**src/rtl/counter8_seq_ctrl.sv**
```systemverilog
// -----------------------------------------------------------------------------
// counter8_seq_ctrl
//
// Sequencing controller for an 8-bit loadable up-counter. It loads a captured
// preset into the counter, lets it run to a captured target, stops the counter
// exactly on the target and pulses done. It supports pause (level), abort, and
// an optional periodic auto-reload mode.
//
// Optional feature macro: COUNTER8_SEQ_AUTO_RELOAD_EN
//   defined   : a match with mode_q=1 reloads the preset and runs again,
//               period_cnt counts completed periods.
//   undefined : auto_reload is ignored, period_cnt is tied to 0, every match
//               ends in DONE.
//
// Ports:
//   clock          in   single clock
//   clear          in   synchronous active-high reset
//   start          in   command pulse, accepted in IDLE/DONE only
//   abort          in   return to IDLE on next edge (priority below clear)
//   pause          in   level, halts the counter while in RUN
//   auto_reload    in   periodic-mode select, captured with start
//   preset[7:0]    in   counter start value, captured with start
//   target[7:0]    in   counter terminal value, captured with start
//   ctr_count[7:0] in   count output of the controlled counter
//   ctr_load       out  counter load
//   ctr_start_stop out  counter enable
//   ctr_data[7:0]  out  counter load data (the captured preset)
//   ready          out  high in IDLE and DONE
//   busy           out  high in LOAD and RUN
//   done           out  one-cycle completion pulse
//   period_cnt[7:0] out completed auto-reload periods, wraps 255->0
// -----------------------------------------------------------------------------
module counter8_seq_ctrl (
  input  logic       clock,
  input  logic       clear,
  input  logic       start,
  input  logic       abort,
  input  logic       pause,
  input  logic       auto_reload,
  input  logic [7:0] preset,
  input  logic [7:0] target,
  input  logic [7:0] ctr_count,
  output logic       ctr_load,
  output logic       ctr_start_stop,
  output logic [7:0] ctr_data,
  output logic       ready,
  output logic       busy,
  output logic       done,
  output logic [7:0] period_cnt
);

  typedef enum logic [1:0] {
    S_IDLE = 2'd0,
    S_LOAD = 2'd1,
    S_RUN  = 2'd2,
    S_DONE = 2'd3
  } state_t;

  state_t     r_state;
  logic [7:0] r_preset;
  logic [7:0] r_target;
  logic       r_mode;
  logic [7:0] r_period;

  logic       w_match;
  logic       w_capture_mode;
  logic       w_reload;

  // The counter is compared against the target every RUN cycle, so a match
  // also covers preset == target (zero count edges).
  assign w_match = (r_state == S_RUN) && (ctr_count == r_target);

`ifdef COUNTER8_SEQ_AUTO_RELOAD_EN
  assign w_capture_mode = auto_reload;
  assign w_reload       = r_mode;
`else
  logic w_unused_auto_reload;
  assign w_unused_auto_reload = auto_reload;
  assign w_capture_mode       = 1'b0;
  assign w_reload             = 1'b0;
`endif

  // NOTE: sequential state is written with non-blocking assignments only, so
  // every register samples the pre-edge values of the others.
  always_ff @(posedge clock) begin
    if (clear) begin
      r_state  <= S_IDLE;
      r_preset <= 8'd0;
      r_target <= 8'd0;
      r_mode   <= 1'b0;
      r_period <= 8'd0;
    end else if (abort) begin
      // Abort leaves captured values and period_cnt untouched.
      r_state <= S_IDLE;
    end else begin
      case (r_state)
        S_IDLE, S_DONE: begin
          if (start) begin
            r_state  <= S_LOAD;
            r_preset <= preset;
            r_target <= target;
            r_mode   <= w_capture_mode;
          end
        end
        S_LOAD: r_state <= S_RUN;
        S_RUN: begin
          if (w_match) begin
            if (w_reload) begin
              r_state  <= S_LOAD;
              r_period <= r_period + 8'd1;
            end else begin
              r_state <= S_DONE;
            end
          end
        end
        default: r_state <= S_IDLE;
      endcase
    end
  end

  // Counter controls are decoded combinationally from the state so the
  // counter is stopped in the very cycle it reaches the target and never
  // overshoots. Abort suppresses every strobe in its own cycle.
  assign ctr_load       = (r_state == S_LOAD) && !abort;
  assign ctr_start_stop = (r_state == S_RUN) && !pause && !w_match && !abort;
  assign done           = w_match && !abort;
  assign ctr_data       = r_preset;
  assign ready          = (r_state == S_IDLE) || (r_state == S_DONE);
  assign busy           = (r_state == S_LOAD) || (r_state == S_RUN);

`ifdef COUNTER8_SEQ_AUTO_RELOAD_EN
  assign period_cnt = r_period;
`else
  logic [7:0] w_unused_period;
  assign w_unused_period = r_period;
  assign period_cnt      = 8'd0;
`endif

endmodule
```
**config.mk**
```make
export PLATFORM = sky130hd
export DESIGN_NAME = counter8_seq_ctrl
export DESIGN_NICKNAME = d
export VERILOG_FILES = /design/src/rtl/counter8_seq_ctrl.sv
export SDC_FILE = /design/constraint.sdc
export NUM_CORES = 1
export LEC_CHECK = 0
export ABC_AREA = 1
export CAP_MARGIN = 0
export CORE_ASPECT_RATIO = 1.4
export CORE_UTILIZATION = 35
export DETAILED_ROUTE_END_ITERATION = 10
export DONT_BUFFER_PORTS = 1
export GPL_ROUTABILITY_DRIVEN = 0
export SLEW_MARGIN = 20
export SYNTH_ARGS = -nofsm -noshare
export SYNTH_HDL_FRONTEND = slang
export SYNTH_SLANG_ARGS = --single-unit
```
**constraint.sdc**
```tcl
create_clock -name clock -period 1.96 [get_ports clock]
set_clock_uncertainty 0.1 [all_clocks]
set_input_delay 0.392 -clock clock [delete_from_list [all_inputs] [get_ports clock]]
set_output_delay 0.392 -clock clock [all_outputs]
set_load 0.02 [all_outputs]
```
* Word-level counts from Yosys, hierarchy flattened *
Index checks and enable logic that the tools add are counted.
W data, S select, Z words.

cells by class
  $add $sub $neg = 0
  multiply operators = 0
  div/mod/pow operators = 0
  order comparisons = 0
  equality and inequality tests = 6
  shift-type cells = 0
  mux-type cells = 3
  bitwise operators = 1
  reductions and logical operators = 16

operator list
  cell                  count
  $eq A8 B8 Y1          1
  $logic_and A1 B1 Y1   6
  $pmux W2 S3           1
  $eq A2 B2 Y1 const B  2
  $mux W2               2
  $ne A2 B2 Y1 const B  2
  $reduce_or A2 Y1      2
  $logic_not A1 Y1      3
  $reduce_and A3 Y1     1
  $eq A2 B1 Y1 const B  1
  $logic_not A2 Y1      1
  $logic_or A1 B1 Y1    2
  $reduce_and A2 Y1     1
  $not A1 Y1            1

word-level totals
  bits in registers = 18
  bits in latches = 0
  memory bits (writable) = 0
  bits in read-only memories = 0
  output and inout port bits = 21
  logic and storage cells = 29
  memories = 0

* Logic depth before layout (Yosys ltp) *
  word-level depth = 5
  mapped depth = 10
  gate-level depth less buffers = 10

* Least setup slack after synthesis *
No wires, ideal clock.

  kind = register -> register
  start point = reg r_state[0]
  end point = reg r_target[0]
  setup time = 116 ps
  arrival = 1497 ps
  data required time = 1744 ps
  slack = 247 ps
  cell stages (with the launch flop) = 9
  path buffers = 1
  clock period less this slack = 1713 ps
  cell sequence = dfxtp_1 > inv_1 > ha_1 > inv_2 > nor3_4 > inv_2 > buf_6 > nor2_1 > nor2_1

between the ends
  word-level cells in the longest chain between the ends = 3
  elaborated cells between the ends (all ways) = 4
  classes of those cells = eq/ne (1); reduce/logical (3)

ends and longest elaborated chain
  element                                           RTL line  RTL
  start: declaration                                59        state_t r_state;
  start signal: assignment                          87        r_state <= S_IDLE;
  start signal: assignment                          94        r_state <= S_IDLE;
  start signal: assignment                          99        r_state <= S_LOAD;
  $eq A2 B2 Y1 or $logic_not A2 Y1 (tied branches)  96        case (r_state)
  $reduce_or A2 Y1 (*)                              --
  $reduce_and A3 Y1 (no source line) (*)            --
  end signal: assignment                            101       r_target <= target;
  end: declaration                                  61        logic [7:0] r_target;

Mark *: on every way between the ends. The rest lies on a longest branch, timed or not.
A chain may end at the register's enable or synchronous reset.

* Worst setup path after layout *
  start point = reg r_target[2]
  end point = out done

between the ends
  word-level cells in the longest chain between the ends = 3

ends and longest elaborated chain
  element              RTL line  RTL
  $eq A8 B8 Y1         71        assign w_match = (r_state == S_RUN) && (ctr_count == r_target);
  $logic_and A1 B1 Y1  71
  $logic_and A1 B1 Y1  126       assign done = w_match && !abort;
  end: declaration     48        output logic done,

No other way between the ends.

==> impl_metrics.json <==
{
  "worstPathArrival_ns": 1.38,
  "floorplan.die_area_sq_um": 2780,
  "cell_type_group_with_the_largest_total_delay_on_the_critical_path": "simple AND/OR/NAND/NOR gates",
  "cts_tree": "built",
  "num-fill-cells": 272,
  "clock_tree.htree_level_count": 1,
  "type_of_destination_of_the_critical_path": "output port",
  "timing.critical_path.from_type": "flop",
  "clockRootBuffer": "sky130_fd_sc_hd__clkbuf_4",
  "post_cts_buffers": 0,
  "finalPower_w": 0.000769,
  "share_of_synthesized_area_occupied_by_flip_flops_and_latches_pct": 40.1,
  "fin_crit_sh_pct": 95.6,
  "reg2regPathDepth": 7,
  "finalWorstSetupSlack_ns": 0.0871,
  "post_synth_num_cell_types": 17,
  "slew_violations": 0,
  "floorplan_die_width_um": 44.8,
  "maxCapViolations": 0,
  "globalRouteOverflowTotal": 0,
  "largest_fanout_of_any_net_on_the_critical_path": 3,
  "chipHeight_um": 61.9,
  "cts_inserted_buffers": 3,
  "worst_setup_path_startpoint": "r_target[2]",
  "syn-mean-instance-area_sq_um": 7.02,
  "critPathKind": "reg2out",
  "ys_ff_latch": 18,
  "grt_pass1_vias": 691,
  "nets": 164,
  "netlist_area_sq_um": 898,
  "grt_first_pass_wirelength_mm": 2.77,
  "layout-area-overhead-vs-synth_pct": 5.29,
  "antenna_violations_before_repair": 0,
  "place_ws_ns": 0.313,
  "cts_hold_repair.buffers": 0,
  "stdcell_area_sq_um": 946,
  "cts_buffer_depth": 2,
  "rsz0062_at_grt": "no",
  "fin_tns_setup_ns": 0,
  "placed_cell_area_sq_um": 910,
  "rr_startpoint": "r_state[0]",
  "detailroute.via_count": 706,
  "remaining_drc_errors": 0,
  "syn_inst": 128,
  "drt.antenna.violating_nets": 0,
  "worstReg2RegEnd": "r_target[4]",
  "total_setup_violations_reported_at_the_end_of_the_flow": 0,
  "ioPinCount": 51,
  "grt_max_degree": 20,
  "timing.reg2reg.setup_slack_ns": 0.30,
  "wl_per_cell_um": 10.3,
  "power_per_cell_area_nw_per_um2": 812,
  "cts.clk_slew.worst_paths_ns": 0.10,
  "core-area_sq_um": 2420,
  "dpl.hpwl_mm": 1.30,
  "required_ns": 1.47,
  "regArea_sq_um": 360,
  "critical-path-max-stage-delay_ns": 0.33,
  "multi_input_area_sq_um": 428,
  "core.rowCount": 21,
  "final_wirelength_mm": 1.70,
  "finalHoldViolations": 0,
  "outcome": "complete, no violations",
  "cts_resized": 0,
  "i_o_buffers": 0,
  "antenna-diode-count": 0,
  "period_minus_slack_ns": 1.87,
  "cp_cell_sequence": "xnor2_1 > nand2_1 > nor2_1 > nand2_1 > nor2_1",
  "crit_buf_inv": 0,
  "p_leak_nw": 0.436,
  "detail_route.iter0.violations": 14,
  "final_layout_size_suffix_gt1_share_pct": 7.63,
  "critical_path_depth": 5,
  "critPathSlowestCell": "sky130_fd_sc_hd__dfxtp_1",
  "maxClockFrequency_ghz": 0.534,
  "yosysWarnings": 0,
  "cts_sinks": 18,
  "cp-endpoint": "done",
  "firstDrtPassIters": 4,
  "effective_utilization_at_floorplan_pct": 37.2,
  "vias_per_cell": 4.28,
  "worst_hold_path_type": "in2reg",
  "commonest_cells_after_routing_fill_and_taps_aside": "sky130_fd_sc_hd__nor2_1, sky130_fd_sc_hd__nand2_1, sky130_fd_sc_hd__dfxtp_1",
  "power.ir.vdd_worst_mv": 0.519,
  "layout.cells.most_common": "sky130_fd_sc_hd__nor2_1",
  "clk_latency_ns": 0.29,
  "grt_use_total_pct": 13.7
}
## cells by family (layout without fill, tap and decap cells)
logic type | count (synthesis) | count (layout) | synth area share [%]
DFF | 18 | 18 | 40.1
adders and majority gates | 2 | 2 | 2.79
buffers and inverters | 26 | 22 | 15.2
xor gates and xnor gates | 5 | 5 | 4.87
and+or+nand+nor | 55 | 55 | 24.9
AOI/OAI and AO/OA | 21 | 21 | 11.7
other | 1 | 8 | 0.417
## synthesized netlist by cell type (all sizes together)
library cell | n | area share, %
ha | 2 | 2.8
conb | 1 | 0.42
o21ai | 16 | 8.9
a21oi | 5 | 2.8
clkbuf | 1 | 0.42
nor3 | 1 | 1.8
nor2 | 31 | 13
xnor2 | 5 | 4.9
nand3 | 1 | 0.56
nand2 | 21 | 8.8
buf | 10 | 8.5
nor3b | 1 | 0.84
inv | 15 | 6.3
dfxtp | 18 | 40
## metrics by stage
step,utilization (%),std cells,hold WS (ns)
floorplan,-,135,0.343
global placement,37.6,161,0.354
detailed placement,37.6,161,0.372
CTS,39.1,165,0.130
global route,39.1,165,0.123
finish,39.1,165,0.135
## layer usage
layer / global-route usage (%) / wire, um / up-vias / share of wire (%)
met3: 3.18 / 144 / 2 / 8.5
met5: 0 / 0 / - / 0
met4: 6.49 / 12 / 0 / 0.70
met1: 15.5 / 743 / 291 / 44
met2: 24.2 / 803 / 32 / 47
li1: - / - / 381 / -
## flip-flops by register name, summed over array words and instances (netlist names)
name / count
ctr_data: 8
r_state: 2
r_target: 8
## power by group
group	internal, W	total, W	switching [W]
Clock	0.000113	0.000225	0.000112
Combinational	0.0000407	0.000119	0.0000783
Sequential	0.000393	0.000425	0.0000316
Total	0.000547	0.000769	0.000221
## layout make-up
type	instances	area share, %
clock buffers	4	3.84
flip-flops and latches	18	38.1
inverters	15	5.95
well taps	34	4.50
repair buffers	3	2.38
multi-input cells	91	45.2
## how the worst min path moves through the flow
stage | start | end | depth (start not counted)
global placement | r_target[1] | r_target[1] | 2
floorplan | r_target[1] | r_target[1] | 2
finish | target[0] | r_target[0] | 2
CTS | preset[6] | ctr_data[6] | 2
global route | preset[6] | ctr_data[6] | 2
detailed placement | r_state[0] | r_state[0] | 2
Note: power is estimated with default switching activity, not from simulation.
